## src/rtl/pci_arb_pkg.sv

```systemverilog
// Shared PCI bus-agent definitions: FSM state encoding and transfer status codes.
// Used by the initiator control FSM and by the arbiter.
package pci_arb_pkg;

    typedef enum logic [2:0] {
        IDLE     = 3'd0,
        REQ_WAIT = 3'd1,
        ADDR     = 3'd2,
        DATA     = 3'd3,
        TURN     = 3'd4
    } pci_state_t;

    localparam logic [1:0] ST_OK     = 2'b00;
    localparam logic [1:0] ST_TABORT = 2'b01;
    localparam logic [1:0] ST_MABORT = 2'b10;
    localparam logic [1:0] ST_RETRY  = 2'b11;

endpackage

```

## src/rtl/pci_devsel_timer.sv

```systemverilog
// Saturating DEVSEL# wait counter; flags expiry at TIMEOUT-1 counted cycles.
// Latency: count registered, expired is combinational from the count.
// Backpressure: none; en advances, clr restarts, count holds at the limit.
module pci_devsel_timer #(
    parameter int TIMEOUT = 5
) (
    input  logic clk,
    input  logic reset_n,
    input  logic clr,
    input  logic en,
    output logic expired
);
    localparam int W = $clog2(TIMEOUT + 1);

    logic [W-1:0] cnt;

    assign expired = (cnt == W'(TIMEOUT - 1));

    always_ff @(posedge clk or negedge reset_n) begin
        if (!reset_n) begin
            cnt <= '0;
        end else if (clr) begin
            cnt <= '0;
        end else if (en && !expired) begin
            cnt <= cnt + W'(1);
        end
    end

endmodule

```

## src/rtl/pci_master_ctrl.sv

```systemverilog
// PCI initiator control FSM: request, address phase, counted data burst, turnaround.
// Latency: all outputs registered Moore-style except data_ack (combinational, DATA only).
// Backpressure: holds in REQ_WAIT until granted and bus idle; target wait states stretch DATA.
module pci_master_ctrl
    import pci_arb_pkg::*;
#(
    parameter int CNT_W          = 5,
    parameter int DEVSEL_TIMEOUT = 5
) (
    input  logic             clk,
    input  logic             reset_n,
    input  logic             start,
    input  logic [CNT_W-1:0] burst_len,
    output logic             busy,
    output logic             done,
    output logic [1:0]       status,
    output logic [CNT_W-1:0] beats_done,
    output logic             REQ,
    input  logic             GNT,
    input  logic             FRAME_in_n,
    input  logic             IRDY_in_n,
    input  logic             TRDY_n,
    input  logic             STOP_n,
    input  logic             DEVSEL_n,
    output logic             FRAME_out_n,
    output logic             IRDY_out_n,
    output logic             ctl_oe,
    output logic             addr_phase,
    output logic             data_ack
);

    pci_state_t       state, state_nxt;
    logic [CNT_W-1:0] len, remaining, rem_nxt;
    logic [1:0]       term_st, term_nxt;
    logic             devsel_seen, beat, tmr_expired;

    pci_devsel_timer #(
        .TIMEOUT (DEVSEL_TIMEOUT)
    ) u_devsel_timer (
        .clk     (clk),
        .reset_n (reset_n),
        .clr     (state == ADDR),
        .en      ((state == DATA) && DEVSEL_n && !devsel_seen),
        .expired (tmr_expired)
    );

    assign data_ack = (state == DATA) && !IRDY_out_n && !TRDY_n && !DEVSEL_n;

    // Termination priority: timeout, target abort, completed beat, stop without data.
    always_comb begin
        state_nxt = state;
        rem_nxt   = remaining;
        term_nxt  = term_st;
        beat      = 1'b0;
        case (state)
            IDLE:     if (start) state_nxt = REQ_WAIT;
            REQ_WAIT: if (GNT && FRAME_in_n && IRDY_in_n) state_nxt = ADDR;
            ADDR: begin
                state_nxt = DATA;
                rem_nxt   = len;
            end
            DATA: begin
                if (DEVSEL_n && tmr_expired) begin
                    state_nxt = TURN;
                    term_nxt  = ST_MABORT;
                end else if (DEVSEL_n && !STOP_n && devsel_seen) begin
                    state_nxt = TURN;
                    term_nxt  = ST_TABORT;
                end else if (!TRDY_n && !DEVSEL_n) begin
                    beat    = 1'b1;
                    rem_nxt = remaining - CNT_W'(1);
                    if (remaining == CNT_W'(1)) begin
                        state_nxt = TURN;
                        term_nxt  = ST_OK;
                    end else if (!STOP_n) begin
                        state_nxt = TURN;
                        term_nxt  = ST_RETRY;
                    end
                end else if (!STOP_n && !DEVSEL_n) begin
                    state_nxt = TURN;
                    term_nxt  = ST_RETRY;
                end
            end
            TURN:     state_nxt = IDLE;
            default:  state_nxt = IDLE;
        endcase
    end

    always_ff @(posedge clk or negedge reset_n) begin
        if (!reset_n) begin
            state       <= IDLE;
            len         <= CNT_W'(1);
            remaining   <= '0;
            term_st     <= ST_OK;
            devsel_seen <= 1'b0;
            busy        <= 1'b0;
            done        <= 1'b0;
            status      <= ST_OK;
            beats_done  <= '0;
            REQ         <= 1'b0;
            FRAME_out_n <= 1'b1;
            IRDY_out_n  <= 1'b1;
            ctl_oe      <= 1'b0;
            addr_phase  <= 1'b0;
        end else begin
            state     <= state_nxt;
            remaining <= rem_nxt;
            term_st   <= term_nxt;
            if (state == IDLE && start) begin
                len        <= (burst_len == '0) ? CNT_W'(1) : burst_len;
                beats_done <= '0;
            end else if (beat) begin
                beats_done <= beats_done + CNT_W'(1);
            end
            if (state == ADDR)
                devsel_seen <= 1'b0;
            else if (state == DATA && !DEVSEL_n)
                devsel_seen <= 1'b1;
            if (state == TURN)
                status <= term_st;
            // Outputs reflect the state being entered, so they are valid in its first cycle.
            busy        <= (state_nxt != IDLE);
            done        <= (state == TURN);
            REQ         <= (state_nxt inside {REQ_WAIT, ADDR, DATA});
            FRAME_out_n <= !((state_nxt == ADDR) || (state_nxt == DATA && rem_nxt > CNT_W'(1)));
            IRDY_out_n  <= (state_nxt != DATA);
            ctl_oe      <= (state_nxt inside {ADDR, DATA, TURN});
            addr_phase  <= (state_nxt == ADDR);
        end
    end

endmodule

```

## config.mk

```make
export PLATFORM = sky130hd
export DESIGN_NAME = pci_master_ctrl
export DESIGN_NICKNAME = d
export VERILOG_FILES = /design/src/rtl/pci_arb_pkg.sv /design/src/rtl/pci_devsel_timer.sv /design/src/rtl/pci_master_ctrl.sv
export SDC_FILE = /design/constraint.sdc
export NUM_CORES = 1
export LEC_CHECK = 0
export CAP_MARGIN = 20
export CORE_UTILIZATION = 54
export CTS_BUF_LIST = sky130_fd_sc_hd__clkbuf_4
export CTS_CLUSTER_DIAMETER = 50
export DETAILED_ROUTE_END_ITERATION = 10
export HOLD_SLACK_MARGIN = 0.03
export PLACE_DENSITY = 0.82
export SYNTH_ARGS = -nofsm -noshare
export SYNTH_HDL_FRONTEND = slang
export SYNTH_HIERARCHICAL = 1
export SYNTH_SLANG_ARGS = --single-unit
```

## constraint.sdc

```tcl
create_clock -name clk -period 1.7 [get_ports clk]
set_input_delay 0.34 -clock clk [delete_from_list [all_inputs] [get_ports clk]]
set_output_delay 0.34 -clock clk [all_outputs]
set_load 0.005 [all_outputs]
```

# Word-level counts from Yosys, hierarchy flattened
# Index checks and enable logic that the tools add are counted.
# word_totals
ff_bits,33
output_inout_bits,15
wordCells,95
# op_classes
add_sub_neg,3
n_lt_le_gt_ge,1
n_eq_ne,12
mux,30
reduce_logical,34
# op_table
op,n
$mux 3,10
$mux 5,6
$logic_and 1x1->1,16
$eq 3x2->1 const B,4
$mux 2,6
$pmux 3 s4,1
$pmux 5 s2,1
$eq 3x3->1 const B,3
$reduce_bool 3->1,3
$logic_not 1->1,7
$eq 3x1->1 const B,2
$mux 1,6
$reduce_bool 2->1,3
$add 5x1->5 const B,1
$eq 5x1->1 const B,1
$gt 5x1->1 const B,1
$logic_not 5->1,1
$ne 5x4->1 const B,1
$sub 5x1->5 const B,1
$reduce_bool 4->1,1
$add 3x1->3 const B,1
$logic_not 3->1,1
$ne 3x2->1 const B,1
$reduce_and 3->1,1
$logic_or 1x1->1,1

# Depth between registers and ports, before layout
# Gate-level depths: netlist of run 1.
# logic_depth
word_depth,11
depth_mapped,8
ltp_nobuf,8

# Cells and area by module
# Netlist of run 1, hierarchy kept.
# modules_own_cells
module,n_inst,cells_each,area_each_um2,seq_area_each_um2
pci_master_ctrl,1,135,1450.1,754.5
pci_devsel_timer,1,18,192.7,75.1

# Worst setup path before layout of run 1
# Ideal clock, no wire load.
# synth_path
path_type,register to register
startpoint,register state[0]
endpoint,register len[1]
setup_ns,0.125
t_arrival_ns,1.450
setup_slack_ns,0.125
path_stages_with_launch,5
synth_period_minus_slack_ns,1.575
cell_sequence,dfrtp_1 > buf_2 > nor4b_1 > buf_2 > mux2_2
# synth_between
elab_chain_cells,2
# synth_rtl
item,line_no,rtl
from (decl),pci_master_ctrl.sv:32,"pci_state_t state, state_nxt;"
from (signal assigned),pci_master_ctrl.sv:106,state <= state_nxt;
$logic_not 3->1,pci_master_ctrl.sv:109,if (state == IDLE && start) begin
$logic_and 1x1->1,pci_master_ctrl.sv:109,
to (signal assigned),pci_master_ctrl.sv:110,len <= (burst_len == '0) ? CNT_W'(1) : burst_len;
to (decl),pci_master_ctrl.sv:33,"logic [CNT_W-1:0] len, remaining, rem_nxt;"
# Every way passes these cells.
# A chain may end at the register's enable or synchronous reset.

# Final worst setup path of run 1
# layout_path
startpoint,register state[2]
endpoint,output data_ack
# layout_between
elab_chain_cells,4
# layout_rtl
item,line_no,rtl
$eq 3x2->1,pci_master_ctrl.sv:47,assign data_ack = (state == DATA) && !IRDY_out_n && !TRDY_n && !DEVSEL_n;
$logic_and 1x1->1 (3 in series),pci_master_ctrl.sv:47,
to (decl),pci_master_ctrl.sv:29,output logic data_ack
# Every way passes these cells.

==> impl_table.tex, run 1 <==
\begin{tabular}{lr}
\hline
Metric & Value \\
\hline
\multicolumn{2}{l}{\textbf{STA}} \\
Hold Violations, Final & 0 \\
Max Transition Viols Final & 0 \\
Worst Max-Slew Pin Slew & $\sim$0.42 ns \\
Time the final worst path needs with I/O delays and setup & about 1.7 ns \\
Count of final setup violators & 2 \\
Post-route setup slack & -0.0301 ns \\
Top achievable clock speed & slightly below 0.6 GHz \\
Worst-case headroom to the max-slew limit & a little under three quarters \\
Clk\_skew & roughly 0.016 ns \\
Share of the cycle needed by the critical path after routing & 102\% \\
RSZ-0062 raised after global routing & true \\
\multicolumn{2}{l}{\textbf{Synthesis}} \\
Library cell with the highest instance count after synthesis & sky130\_fd\_sc\_hd\_\_dfrtp\_1 \\
Area share of the leading cell type in the synthesized netlist & a little under half \\
Cell type contributing the most total cell area after synthesis & sky130\_fd\_sc\_hd\_\_dfrtp\_1 \\
Number of enable-type register cells in the synthesized netlist & 0 \\
Top cells by area, synth & sky130\_fd\_sc\_hd\_\_dfrtp\_1, sky130\_fd\_sc\_hd\_\_dfstp\_2, sky130\_fd\_sc\_hd\_\_nor2\_1 \\
Post-synthesis register bit count & 33 \\
Post-Synthesis Net Count & roughly 170 \\
Yosys cell types & between 40 and 50 \\
Cell area after synthesis & approximately 0.0016 mm2 \\
Number of warnings reported in the yosys synthesis log & 6 \\
Post-synth top cells & sky130\_fd\_sc\_hd\_\_dfrtp\_1, sky130\_fd\_sc\_hd\_\_nor2\_1, sky130\_fd\_sc\_hd\_\_a21oi\_1 \\
Cell count after synthesis & 153 \\
Part of the Yosys area used for sequential elements & between 50\% and 60\% \\
Top flip-flop cell by instance count after synthesis & sky130\_fd\_sc\_hd\_\_dfrtp\_1 \\
Post-synthesis area per instance & roughly 11 um2 \\
FFs w/ async S/R, synth & 100\% \\
\multicolumn{2}{l}{\textbf{Outcome}} \\
Violations in the final reports & design-rule violations, negative setup slack \\
Run status & complete, but fails checks \\
\multicolumn{2}{l}{\textbf{Layout}} \\
Fill count & 148 \\
Area growth syn-to-layout & 41.7\% \\
Share of layout cells above drive strength 1 & 36.0\% \\
Final net count & 240 \\
Number of diodes & 0 \\
Utilization after layout & just over 80\% \\
\multicolumn{2}{l}{\textbf{Global route}} \\
Pin count of the biggest net entering global routing & 34 \\
Wire length of the first global-routing pass & $\sim$7 mm \\
Vias in the first global route & 1486 \\
GRT overflow & 0 \\
GRT Overall Usage & between 20\% and 30\% \\
Antenna violations before repair & 0 \\
\multicolumn{2}{l}{\textbf{Drt}} \\
Routed vias/inst & between 5 and 6 \\
Via count & around 1500 \\
Total DRC errors in the routed layout & 2 \\
Mean routed wirelength per cell & roughly 17 um \\
Number of iterations in the first detailed-routing pass & 7 \\
Post-route ant nets & 0 \\
Post-Route WL & about 4.3 mm \\
Number of DRC markers after the initial detailed-route iteration & 86 \\
\multicolumn{2}{l}{\textbf{Die}} \\
I/O pin cnt & 29 \\
Area of the placeable core & around 0.0028 mm2 \\
Die outline height & roughly 57 um \\
Standard-cell row count & 19 \\
Die Width & 57.2 um \\
Full die area & between 0.003 and 0.004 mm2 \\
Effective utilization at floorplan & about three fifths \\
\multicolumn{2}{l}{\textbf{Place}} \\
Weighted congestion at the end of routability-driven global placement & a little over 0.8 \\
HPWL after detailed placement & $\sim$2.8 mm \\
DP Worst Slack & -0.386 ns \\
Number of buffer cells added on primary ports & 28 \\
\multicolumn{2}{l}{\textbf{Worst setup path}} \\
Arrival time at the worst endpoint & 1.39 ns \\
Max FO, Critical Path & 2 \\
Destination of the worst register-to-register timing path & REQ \\
Worst reg2reg setup slack & 0 ns \\
Beginning of the worst register-to-register path & remaining[3] \\
Crit path capture type & output port \\
Critical path class & reg -> out \\
Worst Reg2Reg Path Length in Cells & 5 \\
Type of element launching the critical path & flip-flop \\
Required time reported for the critical path endpoint & between 1 and 1.5 ns \\
Critical path launch point & state[2] \\
\multicolumn{2}{l}{\textbf{Power}} \\
Worst vdd ir & approximately 990 uV \\
Leakage component of the power & $\sim$0.0011 uW \\
Pwr dens & 1480 mW/mm2 \\
\multicolumn{2}{l}{\textbf{Clock tree}} \\
Buffer depth of the longest clock path & 2 \\
Sinks on Clock Net & 33 \\
TritonCTS clock tree & built \\
Clock latency at the later pin of the worst-skew pair & between 0.3 and 0.4 ns \\
Depth of the CTS H-tree & 2 \\
Root buffer selected by CTS & sky130\_fd\_sc\_hd\_\_clkbuf\_4 \\
Clock transition at path regs & between 0.1 and 0.15 ns \\
CTS buffer count & 5 \\
\multicolumn{2}{l}{\textbf{Job}} \\
Maxcap violations & 0 \\
\multicolumn{2}{l}{\textbf{Min path}} \\
HP Class & in -> async \\
\hline
\end{tabular}
-- placed cells by master, fill, tap and decap left out, drive strengths merged, types with 4 or more instances in the layout --
cell type,instances
clkdlybuf4s50,22
ha,5
o22ai,5
dfrtp,30
nand2b,5
nor2,20
a21oi,9
nand2,9
mux2,7
o21ai,6
inv,6
clkbuf,5
buf,39
nor2b,4
-- kinds of logic after synthesis --
kind of cell / count (synthesis) / share of synthesized area (%)
AO/OA/AOI/OAI: 31 / 12.4
XOR/XNOR: 4 / 2.13
adder cells (fa/ha/maj): 5 / 3.81
buffers and inverters: 11 / 3.66
flip-flops: 33 / 50.5
multiplexers: 9 / 6.24
AND/OR/NAND/NOR: 60 / 21.2
-- report_power, final --
part | switching, uW | leakage, uW | total, uW | internal, uW
sequential | 215 | 0.000405 | 1310 | 1100
combinational | 790 | 0.000648 | 1700 | 907
clock | 289 | 0.0000310 | 444 | 156
-- layout make-up --
type / instances / area (um2) / share of cell area [%]
flip-flops and latches: 33 / 830 / 35.6
repair buffers: 66 / 573 / 24.6
inverters: 6 / 22.5 / 0.967
clock inverters: 3 / 17.5 / 0.752
multi-input cells: 109 / 810 / 34.8
clock buffers: 5 / 37.5 / 1.61
well taps: 31 / 38.8 / 1.67
-- timing repair --
action	in CTS	in global routing
pin swaps	2	3
setup endpoints to repair	7	11
setup buffers	4	4
hold buffers	0	0
gates resized for setup	12	13
-- worst max-delay path, stage by stage (launching register included) --
cell                       delay [ns]
sky130_fd_sc_hd__dfrtp_1         0.42
sky130_fd_sc_hd__buf_6           0.13
sky130_fd_sc_hd__nand3b_1        0.19
sky130_fd_sc_hd__nor3_2          0.15
sky130_fd_sc_hd__buf_2           0.14
-- flip-flops by register name (all words and copies together) (netlist names), 2 cells and up --
name / flops
beats_done: 5
len: 5
remaining: 5
state: 3
status: 2
term_st: 2
u_devsel_timer/cnt: 3
-- worst max path at each step --
stage                     to  slack [ns]  depth (start not counted)
floorplan             len[1]        0.12                          4
global placement    data_ack       -0.36                          4
detailed placement  data_ack       -0.39                          4
CTS                 data_ack     -0.0001                          4
global route             REQ       -0.07                          8
finish              data_ack       -0.03                          4
-- metrics by stage --
stage | hold WS [ns] | TNS (ns) | total power [uW] | instance area (um2) | cells
floorplan | 0.0444 | 0 | 2100 | 1640 | 153
global placement | 0.465 | -3.79 | 2690 | 2160 | 237
detailed placement | 0.487 | -4.54 | 2780 | 2160 | 237
CTS | 0.373 | -0.000114 | 3310 | 2250 | 249
global route | 0.396 | -0.200 | 3650 | 2330 | 253
finish | 0.361 | -0.0322 | 3460 | 2330 | 253
-- layer usage --
metal | vias up | share of wire, % | GRT usage, %
li1 | 681 | - | -
met3 | 12 | 4.7 | 7.48
met2 | 56 | 52 | 49.6
met4 | 0 | 2.7 | 12.5
met5 | - | 0 | 0
met1 | 734 | 41 | 32.9
(Power assumes the default switching activity.)
==> run 2, diff against run 1 <==
--- a/config.mk
+++ b/config.mk
@@ -6,12 +6,11 @@
 export NUM_CORES = 1
 export LEC_CHECK = 0
 export CAP_MARGIN = 20
-export CORE_UTILIZATION = 54
+export CORE_UTILIZATION = 40
 export CTS_BUF_LIST = sky130_fd_sc_hd__clkbuf_4
 export CTS_CLUSTER_DIAMETER = 50
 export DETAILED_ROUTE_END_ITERATION = 10
 export HOLD_SLACK_MARGIN = 0.03
-export PLACE_DENSITY = 0.82
 export SYNTH_ARGS = -nofsm -noshare
 export SYNTH_HDL_FRONTEND = slang
 export SYNTH_HIERARCHICAL = 1
==> impl_table.tex, run 2 (synthesis results as in run 1) <==
\begin{tabular}{lr}
\hline
Metric & Value \\
\hline
\multicolumn{2}{l}{\textbf{Min path}} \\
HP Class & in -> async (unchanged) \\
\multicolumn{2}{l}{\textbf{Power}} \\
Worst vdd ir & 673 uV (was 995 uV) \\
Overall power consumption & 3240 uW (was 3460 uW) \\
Leakage component of the power & 0.00102 uW (was 0.00108 uW) \\
Pwr dens & 1420 mW/mm2 (was 1480 mW/mm2) \\
\multicolumn{2}{l}{\textbf{Clock tree}} \\
Root buffer selected by CTS & sky130\_fd\_sc\_hd\_\_clkbuf\_4 (unchanged) \\
TritonCTS clock tree & built (unchanged) \\
CTS buffer count & 5 (unchanged) \\
Depth of the CTS H-tree & 2 (unchanged) \\
Post-CTS setup buffer count & 0 (was 4) \\
Sinks on Clock Net & 33 (unchanged) \\
Clock transition at path regs & 0.09 ns (was 0.11 ns) \\
Post-cts hold buffer count & 0 (unchanged) \\
Clock latency at the later pin of the worst-skew pair & 0.33 ns (was 0.36 ns) \\
Buffer depth of the longest clock path & 2 (unchanged) \\
\multicolumn{2}{l}{\textbf{Global route}} \\
GRT Overall Usage & 19.6\% (was 28.4\%) \\
GRT overflow & 0 (unchanged) \\
Antenna violations before repair & 0 (unchanged) \\
Pin count of the biggest net entering global routing & 34 (unchanged) \\
Wire length of the first global-routing pass & 6.33 mm (was 6.89 mm) \\
Vias in the first global route & 1375 (was 1486) \\
\multicolumn{2}{l}{\textbf{Drt}} \\
Number of iterations in the first detailed-routing pass & 4 (was 7) \\
Mean routed wirelength per cell & 13.8 um (was 17.1 um) \\
Routed vias/inst & 5.05 (was 5.86) \\
Post-Route WL & 3.63 mm (was 4.34 mm) \\
Number of DRC markers after the initial detailed-route iteration & 76 (was 86) \\
Total DRC errors in the routed layout & 0 (was 2) \\
Post-route ant nets & 0 (unchanged) \\
Via count & 1327 (was 1483) \\
\multicolumn{2}{l}{\textbf{Layout}} \\
Most used cells in the layout excluding fill and tap cells & sky130\_fd\_sc\_hd\_\_dfrtp\_1, sky130\_fd\_sc\_hd\_\_buf\_4, sky130\_fd\_sc\_hd\_\_clkdlybuf4s50\_1 (was sky130\_fd\_sc\_hd\_\_buf\_4, sky130\_fd\_sc\_hd\_\_dfrtp\_1, sky130\_fd\_sc\_hd\_\_clkdlybuf4s50\_1) \\
Utilization after layout & 60.0\% (was 82.3\%) \\
Fill count & 332 (was 148) \\
Final net count & 234 (was 240) \\
Share of layout cells above drive strength 1 & 30.7\% (was 36.0\%) \\
Registers with the most flip-flops & beats\_done x5, len x5, remaining x5 (unchanged) \\
Number of diodes & 0 (unchanged) \\
Area growth syn-to-layout & 38.8\% (was 41.7\%) \\
\multicolumn{2}{l}{\textbf{Worst setup path}} \\
Critical path class & in -> reg (was reg -> out) \\
CP cell instances & clkdlybuf4s50\_1, buf\_4, or4\_4, o221ai\_4, and2\_4, a21oi\_1, nor2b\_1 (was buf\_6, nand3b\_1, nor3\_2, buf\_2) \\
Required time reported for the critical path endpoint & 1.91 ns (was 1.36 ns) \\
Type of element launching the critical path & primary input (was flip-flop) \\
Arrival time at the worst endpoint & 1.88 ns (was 1.39 ns) \\
Crit path capture type & flip-flop (was output port) \\
Maximum single-stage delay on the critical path & 0.44 ns (was 0.42 ns) \\
Cell with the largest stage delay on the worst path & sky130\_fd\_sc\_hd\_\_or4\_4 (was sky130\_fd\_sc\_hd\_\_dfrtp\_1) \\
Max FO, Critical Path & 3 (was 2) \\
Critical path launch point & TRDY\_n (was state[2]) \\
Beginning of the worst register-to-register path & remaining[3] (unchanged) \\
\multicolumn{2}{l}{\textbf{STA}} \\
Time the final worst path needs with I/O delays and setup & 1.67 ns (was 1.73 ns) \\
Clk\_skew & 0.00806 ns (was 0.0163 ns) \\
Worst-case headroom to the max-slew limit & 70.8\% (was 72.0\%) \\
Count of final setup violators & 0 (was 2) \\
Share of the cycle needed by the critical path after routing & 98.4\% (was 102\%) \\
Hold Violations, Final & 0 (unchanged) \\
Max Transition Viols Final & 0 (unchanged) \\
RSZ-0062 raised after global routing & true (unchanged) \\
Worst Max-Slew Pin Slew & 0.437 ns (was 0.420 ns) \\
Top achievable clock speed & 0.598 GHz (was 0.578 GHz) \\
\multicolumn{2}{l}{\textbf{Die}} \\
Die Width & 66.1 um (was 57.2 um) \\
Area of the placeable core & 0.00380 mm2 (was 0.00283 mm2) \\
I/O pin cnt & 29 (unchanged) \\
Standard-cell row count & 22 (was 19) \\
Effective utilization at floorplan & 43.2\% (was 58.1\%) \\
Full die area & 0.00437 mm2 (was 0.00327 mm2) \\
Die outline height & 66.1 um (was 57.2 um) \\
\multicolumn{2}{l}{\textbf{Job}} \\
Maxcap violations & 0 (unchanged) \\
\multicolumn{2}{l}{\textbf{Place}} \\
HPWL after detailed placement & 2.75 mm (was 2.84 mm) \\
Number of buffer cells added on primary ports & 28 (unchanged) \\
Weighted congestion at the end of routability-driven global placement & 0.767 (was 0.818) \\
\multicolumn{2}{l}{\textbf{Outcome}} \\
Run status & completed (was complete, but fails checks) \\
\hline
\end{tabular}
## run 2: changes by cell type in the layout (fill, tap and decap cells not counted), moves of 2 or more
cell	previous run	this run
sky130_fd_sc_hd__dlymetal6s2s_1	3	0
sky130_fd_sc_hd__clkinv_2	2	0
sky130_fd_sc_hd__clkdlybuf4s50_1	22	24
sky130_fd_sc_hd__nand2b_4	2	0
sky130_fd_sc_hd__buf_4	36	30
## run 2: layout make-up
type / count / area (um2) / share of cell area (%)
clock buffer: 6 / 45.0 / 1.98
tap: 48 / 60.1 / 2.63
multi-input combinational: 109 / 791 / 34.7
timing repair buffer: 60 / 528 / 23.2
inverter: 6 / 22.5 / 0.988
sequential: 33 / 830 / 36.4
clock inverter: 1 / 3.75 / 0.165
## run 2: final timing paths
| check | to | slack [ns] | depth (start not counted) |
|---|---|---|---|
| worst max-delay path | REQ | 0.03 | 7 |
| worst min-delay path | beats_done[3] | 0.40 | 2 |
| worst max register to register | REQ | 0.11 | 5 |
| worst min register to register | devsel_seen | 0.51 | 2 |
| max in group asynchronous | FRAME_out_n | 0.97 | 2 |
| min in group clk | devsel_seen | 0.51 | 2 |
## run 2: repair_timing
action,4_1_cts,5_1_grt
pin swaps,3,1
resized for setup,11,3
setup endpoints to repair,8,3
## run 2: critical path, delay by kind of cell
kind,cells,cell delay [ns]
AOI/OAI and AO/OA,2,0.22
buffers and inverters,2,0.58
and+or+nand+nor,3,0.74
## run 2: stage by stage
stage               hold slack [ns]  std cells  setup WS (ns)  setup TNS, ns  instance area [um2]
floorplan                    0.0444        153          0.125              0                 1640
global placement              0.488        256         -0.385          -4.18                 2200
detailed placement            0.494        256         -0.422          -4.92                 2200
CTS                           0.402        263         0.0348              0                 2260
global route                  0.421        263      -0.000292      -0.000292                 2280
finish                        0.401        263         0.0279              0                 2280
## run 2: power breakdown
group	total [uW]	switching, uW	internal, uW
Combinational	1530	672	856
Sequential	1310	205	1100
Clock	408	242	166
## run 2: layer usage
layer | global-route usage [%] | vias to the layer above | wire length [um]
met5 | 0 | - | 0
met4 | 5.59 | 0 | 46
met3 | 6.21 | 6 | 177
met2 | 31.4 | 31 | 1740
met1 | 25.3 | 627 | 1660
li1 | - | 663 | -
==> run 3, diff against run 2 <==
--- a/config.mk
+++ b/config.mk
@@ -5,7 +5,8 @@
 export SDC_FILE = /design/constraint.sdc
 export NUM_CORES = 1
 export LEC_CHECK = 0
-export CAP_MARGIN = 20
+export CAP_MARGIN = 10
+export CORE_MARGIN = 1.5
 export CORE_UTILIZATION = 40
 export CTS_BUF_LIST = sky130_fd_sc_hd__clkbuf_4
 export CTS_CLUSTER_DIAMETER = 50
==> impl_table.tex, run 3 (synthesis results as in run 1) <==
\begin{tabular}{lr}
\hline
Metric & Value \\
\hline
\multicolumn{2}{l}{\textbf{Global route}} \\
Pin count of the biggest net entering global routing & 34 (unchanged) \\
Antenna violations before repair & 0 (unchanged) \\
GRT Overall Usage & 19.4\% (was 19.6\%) \\
Vias in the first global route & 1431 (was 1375) \\
GRT overflow & 0 (unchanged) \\
Wire length of the first global-routing pass & 6.35 mm (was 6.33 mm) \\
\multicolumn{2}{l}{\textbf{Clock tree}} \\
Root buffer selected by CTS & sky130\_fd\_sc\_hd\_\_clkbuf\_4 (unchanged) \\
Depth of the CTS H-tree & 2 (unchanged) \\
Post-cts hold buffer count & 0 (unchanged) \\
Clock transition at path regs & 0.10 ns (was 0.09 ns) \\
TritonCTS clock tree & built (unchanged) \\
Sinks on Clock Net & 33 (unchanged) \\
CTS buffer count & 5 (unchanged) \\
Buffer depth of the longest clock path & 2 (unchanged) \\
Clock latency at the later pin of the worst-skew pair & 0.35 ns (was 0.33 ns) \\
\multicolumn{2}{l}{\textbf{STA}} \\
Max Transition Viols Final & 0 (unchanged) \\
Final hold slack & 0.347 ns (was 0.401 ns) \\
Time the final worst path needs with I/O delays and setup & 1.65 ns (was 1.67 ns) \\
Clk\_skew & 0.00827 ns (was 0.00806 ns) \\
Worst-case headroom to the max-slew limit & 73.4\% (was 70.8\%) \\
Top achievable clock speed & 0.605 GHz (was 0.598 GHz) \\
Hold Violations, Final & 0 (unchanged) \\
Worst Max-Slew Pin Slew & 0.398 ns (was 0.437 ns) \\
Share of the cycle needed by the critical path after routing & 97.2\% (was 98.4\%) \\
Count of final setup violators & 0 (unchanged) \\
\multicolumn{2}{l}{\textbf{Place}} \\
HPWL after detailed placement & 2.87 mm (was 2.75 mm) \\
Post-DP Area & 0.00219 mm2 (was 0.00220 mm2) \\
Weighted congestion at the end of routability-driven global placement & 0.834 (was 0.767) \\
Number of buffer cells added on primary ports & 28 (unchanged) \\
\multicolumn{2}{l}{\textbf{Layout}} \\
Number of diodes & 0 (unchanged) \\
Fill count & 334 (was 332) \\
Layout Cell Area excl Fill & 0.00232 mm2 (was 0.00228 mm2) \\
Share of layout cells above drive strength 1 & 32.1\% (was 30.7\%) \\
Most used cells in the layout excluding fill and tap cells & sky130\_fd\_sc\_hd\_\_dfrtp\_1, sky130\_fd\_sc\_hd\_\_buf\_4, sky130\_fd\_sc\_hd\_\_clkdlybuf4s50\_1 (unchanged) \\
Final net count & 233 (was 234) \\
Registers with the most flip-flops & beats\_done x5, len x5, remaining x5 (unchanged) \\
Commonest non-fill, non-tap cell in the layout & sky130\_fd\_sc\_hd\_\_dfrtp\_1 \\
Area growth syn-to-layout & 41.3\% (was 38.8\%) \\
\multicolumn{2}{l}{\textbf{Worst setup path}} \\
Arrival time at the worst endpoint & 1.31 ns (was 1.88 ns) \\
Critical path class & reg -> out (was in -> reg) \\
Worst Path Buf+Inv & 1 (was 2) \\
Endpoint of the most critical setup path & beats\_done[2] (was REQ) \\
Maximum single-stage delay on the critical path & 0.53 ns (was 0.44 ns) \\
CP cell instances & clkdlybuf4s50\_1 (was clkdlybuf4s50\_1, buf\_4, or4\_4, o221ai\_4, and2\_4, a21oi\_1, nor2b\_1) \\
Type of element launching the critical path & flip-flop (was primary input) \\
Beginning of the worst register-to-register path & state[1] (was remaining[3]) \\
Cell with the largest stage delay on the worst path & sky130\_fd\_sc\_hd\_\_clkdlybuf4s50\_1 (was sky130\_fd\_sc\_hd\_\_or4\_4) \\
Levels on crit path & 1 (was 7) \\
Crit path capture type & output port (was flip-flop) \\
Critical path launch point & beats\_done[2] (was TRDY\_n) \\
Destination of the worst register-to-register timing path & u\_devsel\_timer/cnt[0] (was REQ) \\
Worst Reg2Reg Path Length in Cells & 5 (unchanged) \\
Max FO, Critical Path & 4 (was 3) \\
Kind of cell adding the most delay to the critical path & buffers and inverters (was simple AND/OR/NAND/NOR gates) \\
Worst reg2reg setup slack & 0.09 ns (was 0.11 ns) \\
Required time reported for the critical path endpoint & 1.36 ns (was 1.91 ns) \\
\multicolumn{2}{l}{\textbf{Drt}} \\
Post-route ant nets & 0 (unchanged) \\
Number of iterations in the first detailed-routing pass & 4 (unchanged) \\
Post-Route WL & 3.82 mm (was 3.63 mm) \\
Total DRC errors in the routed layout & 0 (unchanged) \\
Mean routed wirelength per cell & 14.4 um (was 13.8 um) \\
Via count & 1363 (was 1327) \\
Routed vias/inst & 5.14 (was 5.05) \\
Number of DRC markers after the initial detailed-route iteration & 68 (was 76) \\
\multicolumn{2}{l}{\textbf{Power}} \\
P\_int & 2180 uW (was 2120 uW) \\
Reported net switching power & 1200 uW (was 1120 uW) \\
Worst vdd ir & 603 uV (was 673 uV) \\
Switching share of total power & 35.4\% (was 34.5\%) \\
Leakage component of the power & 0.00103 uW (was 0.00102 uW) \\
Overall power consumption & 3380 uW (was 3240 uW) \\
Part of the total power dissipated in the clock network & 13.2\% (was 12.6\%) \\
Pwr dens & 1460 mW/mm2 (was 1420 mW/mm2) \\
Sequential share of power & 38.5\% (was 40.3\%) \\
Share of power burned in combinational logic & 48.3\% (was 47.1\%) \\
\multicolumn{2}{l}{\textbf{Job}} \\
Maxcap violations & 0 (unchanged) \\
\multicolumn{2}{l}{\textbf{Die}} \\
Full die area & 0.00450 mm2 (was 0.00437 mm2) \\
Effective utilization at floorplan & 41.4\% (was 43.2\%) \\
Standard-cell row count & 23 (was 22) \\
Die outline height & 67.1 um (was 66.1 um) \\
I/O pin cnt & 29 (unchanged) \\
Area of the placeable core & 0.00397 mm2 (was 0.00380 mm2) \\
Die Width & 67.1 um (was 66.1 um) \\
\multicolumn{2}{l}{\textbf{Outcome}} \\
Run status & completed (unchanged) \\
\multicolumn{2}{l}{\textbf{Min path}} \\
HP Class & in -> async (unchanged) \\
\hline
\end{tabular}
-- run 3: changes by cell type in the layout (fill, tap and decap cells not counted), sizes merged --
cell	delta
clkinv	+1
dlymetal6s2s	+1
dlygate4sd2	-1
buf	-1
-- run 3: what timing repair did --
item                                    CTS  global route
endpoints found under the setup margin    8             6
buffers inserted                          0             3
resized for setup                        13             6
pin swaps                                 1             2
-- run 3: routing by layer --
metal  vias up  global-route usage [%]  wire length (um)
li1        662                       -                 -
met1       662                    22.6              1670
met2        26                    31.8              1890
met3        13                    5.24               150
met4         0                    10.7               102
met5         -                       0                 0
-- run 3: final cells by class --
cell class / instances / area (um2) / share of cell area [%]
Sequential cell: 33 / 830 / 35.7
Multi-Input combinational cell: 109 / 802 / 34.6
Timing Repair Buffer: 59 / 549 / 23.7
Tap cell: 50 / 62.6 / 2.70
Clock buffer: 6 / 45.0 / 1.94
Inverter: 6 / 22.5 / 0.970
Clock inverter: 2 / 10.0 / 0.431
-- run 3: worst min-delay path by stage --
| stage | start | end | cells after the start |
|---|---|---|---|
| 2_1_floorplan | reset_n | REQ | 0 |
| 3_3_place_gp | devsel_seen | devsel_seen | 2 |
| 3_5_place_dp | devsel_seen | devsel_seen | 2 |
| 4_1_cts | reset_n | beats_done[2] | 2 |
| 5_1_grt | reset_n | beats_done[2] | 2 |
| 6_report | reset_n | beats_done[2] | 2 |
-- run 3: stage by stage --
stage,setup TNS [ns],utilization (%),worst slack (ns),cells
after floorplan,0,-,0.125,153
after global placement,-3.90,55.1,-0.390,254
after detailed placement,-4.60,55.1,-0.432,254
after CTS,-0.0104,57.2,-0.0104,262
after global routing,-0.0121,58.4,-0.0121,265
final,0,58.4,0.0482,265
-- run 3: power by group through the flow --
| stage | Sequential, uW | Combinational, uW | Clock (uW) |
|---|---|---|---|
| 2_1_floorplan | 1300 | 798 | 0 |
| 6_report | 1300 | 1630 | 446 |
| 4_1_cts | 1310 | 1550 | 458 |
| 5_1_grt | 1340 | 1800 | 498 |
| 3_3_place_gp | 1310 | 1460 | 0 |
| 3_5_place_dp | 1320 | 1510 | 0 |
